File: config.mk
export PLATFORM = sky130hd
export DESIGN_NAME = ex_operand_stage
export DESIGN_NICKNAME = d
export VERILOG_FILES = /design/src/rtl/ex_operand_stage.sv
export SDC_FILE = /design/constraint.sdc
export NUM_CORES = 1
export LEC_CHECK = 0
export ABC_AREA = 1
export BUFFER_PORTS_ARGS = -buffer_cell sky130_fd_sc_hd__buf_2
export CORE_MARGIN = 2
export CORE_UTILIZATION = 51
export CTS_CLUSTER_DIAMETER = 120
export DETAILED_ROUTE_END_ITERATION = 7
export PLACE_DENSITY = 0.9
export SLEW_MARGIN = 10
export SYNTH_ARGS = -nofsm -noshare
export SYNTH_HDL_FRONTEND = slang
export SYNTH_SLANG_ARGS = --single-unit
File: constraint.sdc
create_clock -name clk -period 2 [get_ports clk]
set_clock_uncertainty 0.15 [all_clocks]
set_input_delay 0.5 -clock clk [delete_from_list [all_inputs] [get_ports clk]]
set_output_delay 0.5 -clock clk [all_outputs]
set_load 0.01 [all_outputs]
File: src/rtl/ex_operand_stage.sv
// ex_operand_stage: ID/EX pipeline register with EX/MEM and MEM/WB operand forwarding,
// load-use bubble insertion and a saturating count of inserted bubbles.
module ex_operand_stage #(
    parameter int WIDTH = 16,
    parameter int RBITS = 3,
    parameter int CNTW  = 16
) (
    input  logic             clk,
    input  logic             rst_n,
    input  logic             i_flush,
    input  logic             i_ex_hold,
    input  logic             i_id_valid,
    input  logic [RBITS-1:0] i_id_rs,
    input  logic [RBITS-1:0] i_id_rt,
    input  logic [RBITS-1:0] i_id_rd,
    input  logic             i_id_uses_rs,
    input  logic             i_id_uses_rt,
    input  logic             i_id_wr_en,
    input  logic             i_id_is_load,
    input  logic [WIDTH-1:0] i_id_rs_data,
    input  logic [WIDTH-1:0] i_id_rt_data,
    input  logic [WIDTH-1:0] i_id_imm,
    input  logic             i_id_sel_imm,
    input  logic [2:0]       i_id_op,
    input  logic             i_id_cin,
    input  logic             i_id_inva,
    input  logic             i_id_invb,
    input  logic             i_id_clearb,
    input  logic             i_id_sign,
    input  logic [RBITS-1:0] i_mem_rd,
    input  logic             i_mem_wr_en,
    input  logic [WIDTH-1:0] i_mem_result,
    input  logic [RBITS-1:0] i_wb_rd,
    input  logic             i_wb_wr_en,
    input  logic [WIDTH-1:0] i_wb_result,
    output logic [WIDTH-1:0] o_ex_a,
    output logic [WIDTH-1:0] o_ex_b,
    output logic [2:0]       o_ex_op,
    output logic             o_ex_cin,
    output logic             o_ex_inva,
    output logic             o_ex_invb,
    output logic             o_ex_clearb,
    output logic             o_ex_sign,
    output logic             o_ex_valid,
    output logic             o_ex_wr_en,
    output logic             o_ex_is_load,
    output logic [RBITS-1:0] o_ex_rd,
    output logic             o_stall_id,
    output logic [CNTW-1:0]  o_stall_cnt
);
    typedef struct packed {
        logic             valid;
        logic             wr_en;
        logic             is_load;
        logic [RBITS-1:0] rd;
        logic [RBITS-1:0] rs;
        logic [RBITS-1:0] rt;
        logic             uses_rs;
        logic             uses_rt;
        logic [WIDTH-1:0] rs_data;
        logic [WIDTH-1:0] rt_data;
        logic [WIDTH-1:0] imm;
        logic             sel_imm;
        logic [2:0]       op;
        logic             cin;
        logic             inva;
        logic             invb;
        logic             clearb;
        logic             sign;
    } idex_t;

    idex_t            r_q;
    idex_t            w_d;
    logic [CNTW-1:0]  r_stall_cnt;
    logic             w_hazard;
    logic             w_bubble;
    logic [WIDTH-1:0] w_fwd_a;
    logic [WIDTH-1:0] w_fwd_b;

    assign w_hazard = r_q.valid & r_q.is_load & r_q.wr_en & i_id_valid &
                      ((i_id_uses_rs & (i_id_rs == r_q.rd)) | (i_id_uses_rt & (i_id_rt == r_q.rd)));
    // Flush beats hold; hold beats the hazard bubble.
    assign w_bubble   = i_flush | (~i_ex_hold & w_hazard);
    assign o_stall_id = ~i_flush & (w_hazard | i_ex_hold);

    always_comb begin
        w_d         = '0;
        w_d.valid   = i_id_valid;
        w_d.wr_en   = i_id_wr_en & i_id_valid;
        w_d.is_load = i_id_is_load & i_id_valid;
        w_d.rd      = i_id_rd;
        w_d.rs      = i_id_rs;
        w_d.rt      = i_id_rt;
        w_d.uses_rs = i_id_uses_rs;
        w_d.uses_rt = i_id_uses_rt;
        w_d.rs_data = i_id_rs_data;
        w_d.rt_data = i_id_rt_data;
        w_d.imm     = i_id_imm;
        w_d.sel_imm = i_id_sel_imm;
        w_d.op      = i_id_op;
        w_d.cin     = i_id_cin;
        w_d.inva    = i_id_inva;
        w_d.invb    = i_id_invb;
        w_d.clearb  = i_id_clearb;
        w_d.sign    = i_id_sign;
    end

    always_ff @(posedge clk or negedge rst_n) begin
        if (!rst_n)
            r_q <= '0;
        else if (w_bubble)
            r_q <= '0;
        else if (!i_ex_hold)
            r_q <= w_d;
    end

    always_ff @(posedge clk or negedge rst_n) begin
        if (!rst_n)
            r_stall_cnt <= '0;
        else if (!i_flush && !i_ex_hold && w_hazard && r_stall_cnt != '1)
            r_stall_cnt <= r_stall_cnt + 1'b1;
    end

    // EX/MEM is the younger result, so it wins over MEM/WB.
    always_comb begin
        w_fwd_a = (r_q.uses_rs && i_mem_wr_en && i_mem_rd == r_q.rs) ? i_mem_result :
                  (r_q.uses_rs && i_wb_wr_en && i_wb_rd == r_q.rs)   ? i_wb_result  : r_q.rs_data;
        w_fwd_b = (r_q.uses_rt && i_mem_wr_en && i_mem_rd == r_q.rt) ? i_mem_result :
                  (r_q.uses_rt && i_wb_wr_en && i_wb_rd == r_q.rt)   ? i_wb_result  : r_q.rt_data;
    end

    assign o_ex_a       = w_fwd_a;
    assign o_ex_b       = r_q.sel_imm ? r_q.imm : w_fwd_b;
    assign o_ex_op      = r_q.op;
    assign o_ex_cin     = r_q.cin;
    assign o_ex_inva    = r_q.inva;
    assign o_ex_invb    = r_q.invb;
    assign o_ex_clearb  = r_q.clearb;
    assign o_ex_sign    = r_q.sign;
    assign o_ex_valid   = r_q.valid;
    assign o_ex_wr_en   = r_q.wr_en;
    assign o_ex_is_load = r_q.is_load;
    assign o_ex_rd      = r_q.rd;
    assign o_stall_cnt  = r_stall_cnt;
endmodule

==> results of run 1 <==
[state kept, by name, indices dropped and copies added (netlist names)]
name	flops
o_ex_inva	1
o_ex_op	3
o_ex_clearb	1
o_ex_is_load	1
o_ex_valid	1
o_ex_cin	1
o_ex_rd	3
r_q	57
o_ex_sign	1
o_ex_invb	1
o_ex_wr_en	1
o_stall_cnt	16
[worst max path at each step]
stage	endpoint	slack, ns	cells past startpoint
after CTS	o_ex_b[0]	-0.46	9
after global placement	o_ex_b[0]	-0.32	9
after floorplan	o_ex_b[10]	0.002	9
final	o_ex_b[1]	-0.51	10
after detailed placement	o_ex_b[0]	-0.32	10
after global routing	o_ex_b[4]	-0.60	10
[power breakdown]
group | switching [mW] | total, mW | internal (mW)
combinational | 0.504 | 0.871 | 0.367
sequential | 0.0459 | 1.88 | 1.84
clock | 0.640 | 1.42 | 0.778
[worst max-delay path, delay by kind of cell (launching register included)]
family	cells	cell delay, ns
flip-flops	1	0.43
buffers and inverters	4	0.48
AND/OR/NAND/NOR	5	0.55
AO/OA/AOI/OAI	1	0.06
[cell usage in the layout, fill, tap and decap left out, types with 2 or more instances in the layout]
cell / synthesis / final
nand3_1: 38 / 23
nand3_2: 2 / 17
nor3_2: 1 / 2
nand4_1: 6 / 6
nand2_2: 4 / 23
nand2_4: 1 / 3
o21ai_0: 30 / 29
xor2_1: 8 / 8
a21oi_1: 19 / 3
o22ai_2: 7 / 8
a21oi_2: 0 / 16
nor2_1: 37 / 35
o22ai_1: 35 / 34
clkbuf_8: 0 / 11
buf_12: 0 / 13
nor2_4: 3 / 5
buf_6: 4 / 4
inv_6: 0 / 2
xnor2_1: 4 / 4
buf_2: 9 / 176
o21ai_2: 0 / 2
o211ai_1: 17 / 17
inv_2: 5 / 9
inv_1: 80 / 74
nor3_1: 5 / 4
nand3b_1: 18 / 18
buf_4: 11 / 26
bufinv_16: 0 / 2
dfrtp_1: 87 / 87
nand2_1: 285 / 264
[cell type report]
type	instances	area (sq um)	share of cell area, %
Tap cell	136	170	2.39
Multi-Input combinational cell	527	2790	39.3
Timing Repair Buffer	221	1410	19.8
Sequential cell	87	2180	30.6
Clock buffer	12	155	2.18
Inverter	86	330	4.65
Antenna cell	1	2.50	0.0352
Clock inverter	4	76.3	1.07
[repair_timing]
item,in CTS,in global routing
endpoints found under the setup margin,33,49
gates cloned,2,0
hold buffers,1,0
buffers inserted,5,2
pin swaps,19,16
resized for setup,33,20
hold endpoints to repair,23,0
[cells by family after synthesis]
family	Yosys count
adders and majority gates	1
AOI/OAI and AO/OA	110
buffers and inverters	129
and+or+nand+nor	403
DFF	87
xor gates and xnor gates	12
[through the flow]
step | power [mW] | instances
global placement | 2.70 | 1047
finish | 4.17 | 1074
CTS | 4.18 | 1071
detailed placement | 2.72 | 1047
global route | 4.36 | 1074
floorplan | 2.33 | 742
[routing by layer]
metal	vias to the layer above	GRT usage, %	share of wire (%)
li1	2746	-	-
met1	2660	37.6	41
met2	277	50.6	49
met3	48	5.75	7.4
met4	2	9.96	2.5
met5	-	0	0.072
==> results.ini, run 1 <==
[status]
status=finished, violations left
violations=setup timing

[synthesis]
yosys.area_share.simple_pct=32.8
synth-seq-cells=87
ys_warn_count=0
seq_area_frac_synth_pct=41.2
ys_async_sr_fraction_pct=100
synth-adder-area-share_pct=0.237
synth_top_family_by_area=simple AND/OR/NAND/NOR gates
netlist.area_leader.share_pct=41.2
synth-xor-area-share_pct=1.99
synth_compound_area_share_pct=13.0
postSynthCellCount=742
netlist_top_cells_area=dfrtp_1, nand2_1, inv_1
synthMuxAreaShare_pct=0
syn_area_sq_mm=0.00528
synth_edf_count=0
synth_largest_area_cell=dfrtp_1
synth_nets=858
avgSynthCellArea_sq_um=7.12
synth.most_common_cell=nand2_1
synth_common_cells=nand2_1, dfrtp_1, inv_1
synth.lib_cells_used.distinct=33
ys.flop_type=dfrtp_1

[layout]
drive_above_1_share_pct=34.8
stdcell_area_sq_mm=0.00711
utilization_pct=69.8
syn2layout_area_growth_pct=34.5
fill_cells=860
final_nets=1048

[clock_network]
clock_path_buffers=2
numCtsBuffers=9
cts.clk_slew.worst_paths_ns=0.09
cts.sinks=87
cts_tree=done
htreeDepth=3
root_buffer=clkbuf_8
clkLatencyLatePin_ns=0.35

[setup_path]
startpoint_type=flip-flop
crit_path_max_incr_delay_ns=0.43
timing.rr.start=o_ex_rd[2]
cp_max_fo=3
cpMaxStageDelayCell=dfrtp_1
worstSetupPathType=flip-flop to primary output
rrSetupSlack_ns=0.19
worstPathArrival_ns=1.86
rr_worst_depth=11
required_ns=1.35
cp_cell_sequence=inv_2 -> nand2_2 -> nand2_2 -> nor2_4 -> buf_12 -> buf_6 -> nand3b_1 -> nand3_2 -> a21oi_2 -> buf_2
crit_start=r_q[61]
r2r_end=r_q[49]
end_kind=primary output
crit_top_cell=nand2_2

[routing]
postRouteAntennaNets=0
routedWlPerCell_um=15.4
drt_wl_total_um=16600
first_pass_iters=5
drt_iter0_markers=397
drc=0
viasPerCell=5.34
via_count=5733

[sta]
setup_ws_ns=-0.509
finalCritPeriodShare_pct=125
tightest_slew_ns=0.553
drv_slew=0
hold_viol=0
fin_hold_ws_ns=0.247
slew_headroom_pct=63.1
setup_viol=33
min_period_ns=2.51
rsz0062_at_grt=yes
tns_ns=-13.70
max_freq_ghz=0.398

[worst_hold_path]
hold_end=r_q[21]
holdPathStages=3
min_path_type=primary input to flip-flop
min_from=i_id_imm[12]

[pwr]
p_per_area_mw_per_mm2=587
p_leak_nw=3.85
ir_drop_mv=0.337

[grt]
grt_usage_pct=29.6
grt_max_degree=46
first_global_vias=5463
antenna_found_initial=2
grt_first_pass_wirelength_um=26200
grt_overflow=0

[floorplanning]
start_util_pct=51.9
die_h_um=106
boundaryPins=178
placementRows=37
die_x_um=106
core_area_sq_mm=0.0102
die_area_sq_mm=0.0112

[place]
place_ws_ns=-0.323
placed_area_sq_mm=0.00658
routabilityCongestion=0.915
dp.final_hpwl_um=11700
portBuffers=177

[flow_run]
drv_cap=0

Power figures use the tool's default switching activity.
==> run 2, diff against run 1 <==
--- a/config.mk
+++ b/config.mk
@@ -5,10 +5,10 @@
 export SDC_FILE = /design/constraint.sdc
 export NUM_CORES = 1
 export LEC_CHECK = 0
-export ABC_AREA = 1
+export ABC_AREA = 0
 export BUFFER_PORTS_ARGS = -buffer_cell sky130_fd_sc_hd__buf_2
 export CORE_MARGIN = 2
-export CORE_UTILIZATION = 51
+export CORE_UTILIZATION = 50
 export CTS_CLUSTER_DIAMETER = 120
 export DETAILED_ROUTE_END_ITERATION = 7
 export PLACE_DENSITY = 0.9
==> run 2 against run 1 <==
Against the previous run: the run still ends with setup timing left; critical path depth down 3; power is 9.1% lower; synthesized cell count decreased by 26%; worst setup slack got worse by 0.34 ns; fmax is 12% lower; first-iteration DRC count down 35%; sequential share of layout area increased by 2.5 points; utilization is 1.2 points higher; largest power group unchanged.
==> results.ini, run 2 <==
[place]
routabilityCongestion=0.898  ; -1.9%
dp_cells=849  ; -19%
portBuffers=177  ; unchanged
dp.final_hpwl_um=12000  ; +2.9%
placed_area_sq_mm=0.00611  ; -7.1%

[worst_hold_path]
holdPathStages=3  ; unchanged
min_from=i_id_rd[2]
hold_end=o_ex_rd[2]
min_path_type=primary input to flip-flop

[floorplanning]
placementRows=35  ; -5.4%
start_util_pct=51.7  ; -0.14 points
boundaryPins=178  ; unchanged
die_x_um=102  ; -3.6%
core_area_sq_mm=0.00928  ; -8.8%
die_area_sq_mm=0.0104  ; -7.0%
die_h_um=102  ; -3.6%

[layout]
final_cells=876  ; -18%
mostFrequentLayoutCells=buf_2, nand2_1, dfrtp_1
utilization_pct=71.0  ; +1.2 points
syn2layout_area_growth_pct=37.2
layout_commonest_cell=buf_2
final_nets=858  ; -18%
largest_register_ffs=57  ; unchanged
stdcell_area_sq_mm=0.00659  ; -7.3%
antenna_cells=0  ; -1
drive_above_1_share_pct=40.2  ; +5.4 points
max_flop_register=r_q

[synthesis]
synth_edf_count=0  ; unchanged
syn_area_sq_mm=0.00480  ; -9.1%
ys_async_sr_fraction_pct=100  ; unchanged
ys_warn_count=0  ; unchanged
synth_nets=663  ; -23%
postSynthCellCount=547  ; -26%
netlist_top_cells_area=dfrtp_1, nand2_1, nand3_1
synth_largest_area_cell=dfrtp_1
seq_area_frac_synth_pct=45.3  ; +4.1 points
avgSynthCellArea_sq_um=8.78  ; +23%
netlist.area_leader.share_pct=45.3  ; +4.1 points
synth.most_common_cell=nand2_1
synth_common_cells=nand2_1, dfrtp_1, nand3_1
synth-seq-cells=87  ; unchanged
synth.lib_cells_used.distinct=33  ; unchanged
ys.flop_type=dfrtp_1

[clock_network]
clock_path_buffers=2  ; unchanged
cts.sinks=87  ; unchanged
cts.clk_slew.worst_paths_ns=0.09  ; about the same
cts_tree=done
clkLatencyLatePin_ns=0.35  ; about the same
htreeDepth=3  ; unchanged
numCtsBuffers=9  ; unchanged
root_buffer=clkbuf_8

[sta]
rsz0062_at_grt=yes
finalCritPeriodShare_pct=142  ; +17 points
setup_ws_ns=-0.847  ; -0.337 ns
setup_viol=49  ; +48%
hold_viol=0  ; unchanged
fin_hold_ws_ns=0.226  ; -0.0215 ns
min_period_ns=2.85  ; +0.337 ns
slew_headroom_pct=60.0  ; -3.1 points
max_freq_ghz=0.351  ; -12%
tightest_slew_ns=0.600  ; +0.0467 ns
tns_ns=-24.39  ; -10.69 ns
drv_slew=0  ; unchanged

[grt]
antenna_found_initial=0  ; -2
grt_max_degree=57  ; +24%
grt_first_pass_wirelength_um=25900  ; -1.4%
grt_usage_pct=33.2  ; +3.6 points
first_global_vias=4980  ; -8.8%
grt_overflow=0  ; unchanged

[pwr]
p_per_area_mw_per_mm2=576  ; -1.9%
p_leak_nw=3.25  ; -16%
ir_drop_mv=0.456  ; +35%

[setup_path]
required_ns=1.35  ; about the same
end_kind=primary output
startpoint_type=flip-flop
rrSetupSlack_ns=-0.14  ; -0.33 ns
worstSetupPathType=flip-flop to primary output
timing.rr.start=o_ex_rd[1]
r2r_end=o_stall_cnt[15]
rr_worst_depth=7  ; -4
cp_max_fo=16  ; +13
worstPathArrival_ns=2.20  ; +0.34 ns

[status]
violations=setup timing
status=finished, violations left

[routing]
drt_iter0_markers=258  ; -35%
viasPerCell=5.76  ; +8.0%
drt_wl_total_um=17200  ; +3.7%
via_count=5049  ; -12%
drc=0  ; unchanged
postRouteAntennaNets=0  ; unchanged
first_pass_iters=5  ; unchanged
routedWlPerCell_um=19.6  ; +27%

[flow_run]
drv_cap=0  ; unchanged

[run 2: kinds of logic after synthesis]
| kind of cell | count (synthesis) | synth area share (%) |
|---|---|---|
| muxes | 52 | 11.3 |
| adders and majority gates | 1 | 0.260 |
| AOI/OAI and AO/OA | 108 | 12.1 |
| buffers and inverters | 47 | 4.64 |
| xor gates and xnor gates | 29 | 5.29 |
| DFF | 87 | 45.3 |
| and+or+nand+nor | 223 | 21.0 |
[run 2: metrics by stage]
stage               worst slack, ns  power, mW
floorplan                    -0.509       2.23
global placement             -0.635       2.57
detailed placement           -0.716       2.60
CTS                          -0.845       3.80
global route                 -0.974       3.96
finish                       -0.847       3.79
[run 2: per-layer routing]
layer | up-vias | track usage (%) | wire length [um]
met3 | 64 | 10.2 | 1700
li1 | 2284 | - | -
met4 | 0 | 21.5 | 1060
met2 | 297 | 55.1 | 8310
met5 | - | 0 | 0
met1 | 2404 | 37.0 | 6090
[run 2: final cells by class]
class	instances	area [sq um]
fillers	718	2700
flip-flops and latches	87	2180
clock inverters	5	40.0
repair buffers	228	1410
clock buffers	11	151
inverters	3	11.3
multi-input cells	413	2630
well taps	129	161
[run 2: repair_timing]
item / in CTS / in global routing
gates resized for setup: 23 / 19
endpoints found under the setup margin: 42 / 50
hold endpoints to repair: 27 / 0
hold buffers: 1 / 0
buffers inserted: 12 / 2
pin swaps: 10 / 12
cloned: 3 / 0
[run 2: critical path: stages, from the launching register on]
cell     delay (ns)
dfrtp_1        0.40
xor2_1         0.17
nor4_4         0.31
buf_12         0.20
mux2_2         0.34
mux2i_1        0.15
o21ai_1        0.11
buf_2          0.17
[run 2: how the worst max path moves through the flow]
stage | startpoint | endpoint | slack [ns] | cells past startpoint
2_1_floorplan | i_wb_rd[0] | o_ex_b[10] | -0.51 | 6
3_3_place_gp | i_wb_rd[0] | o_ex_b[4] | -0.63 | 8
3_5_place_dp | i_wb_rd[0] | o_ex_b[1] | -0.72 | 8
4_1_cts | r_q[59] | o_ex_b[4] | -0.85 | 7
5_1_grt | r_q[59] | o_ex_b[0] | -0.97 | 7
6_report | r_q[59] | o_ex_b[0] | -0.85 | 7
[run 2: power breakdown]
| group | switching [mW] | internal (mW) |
|---|---|---|
| clock | 0.656 | 0.529 |
| sequential | 0.0628 | 1.84 |
| combinational | 0.397 | 0.313 |
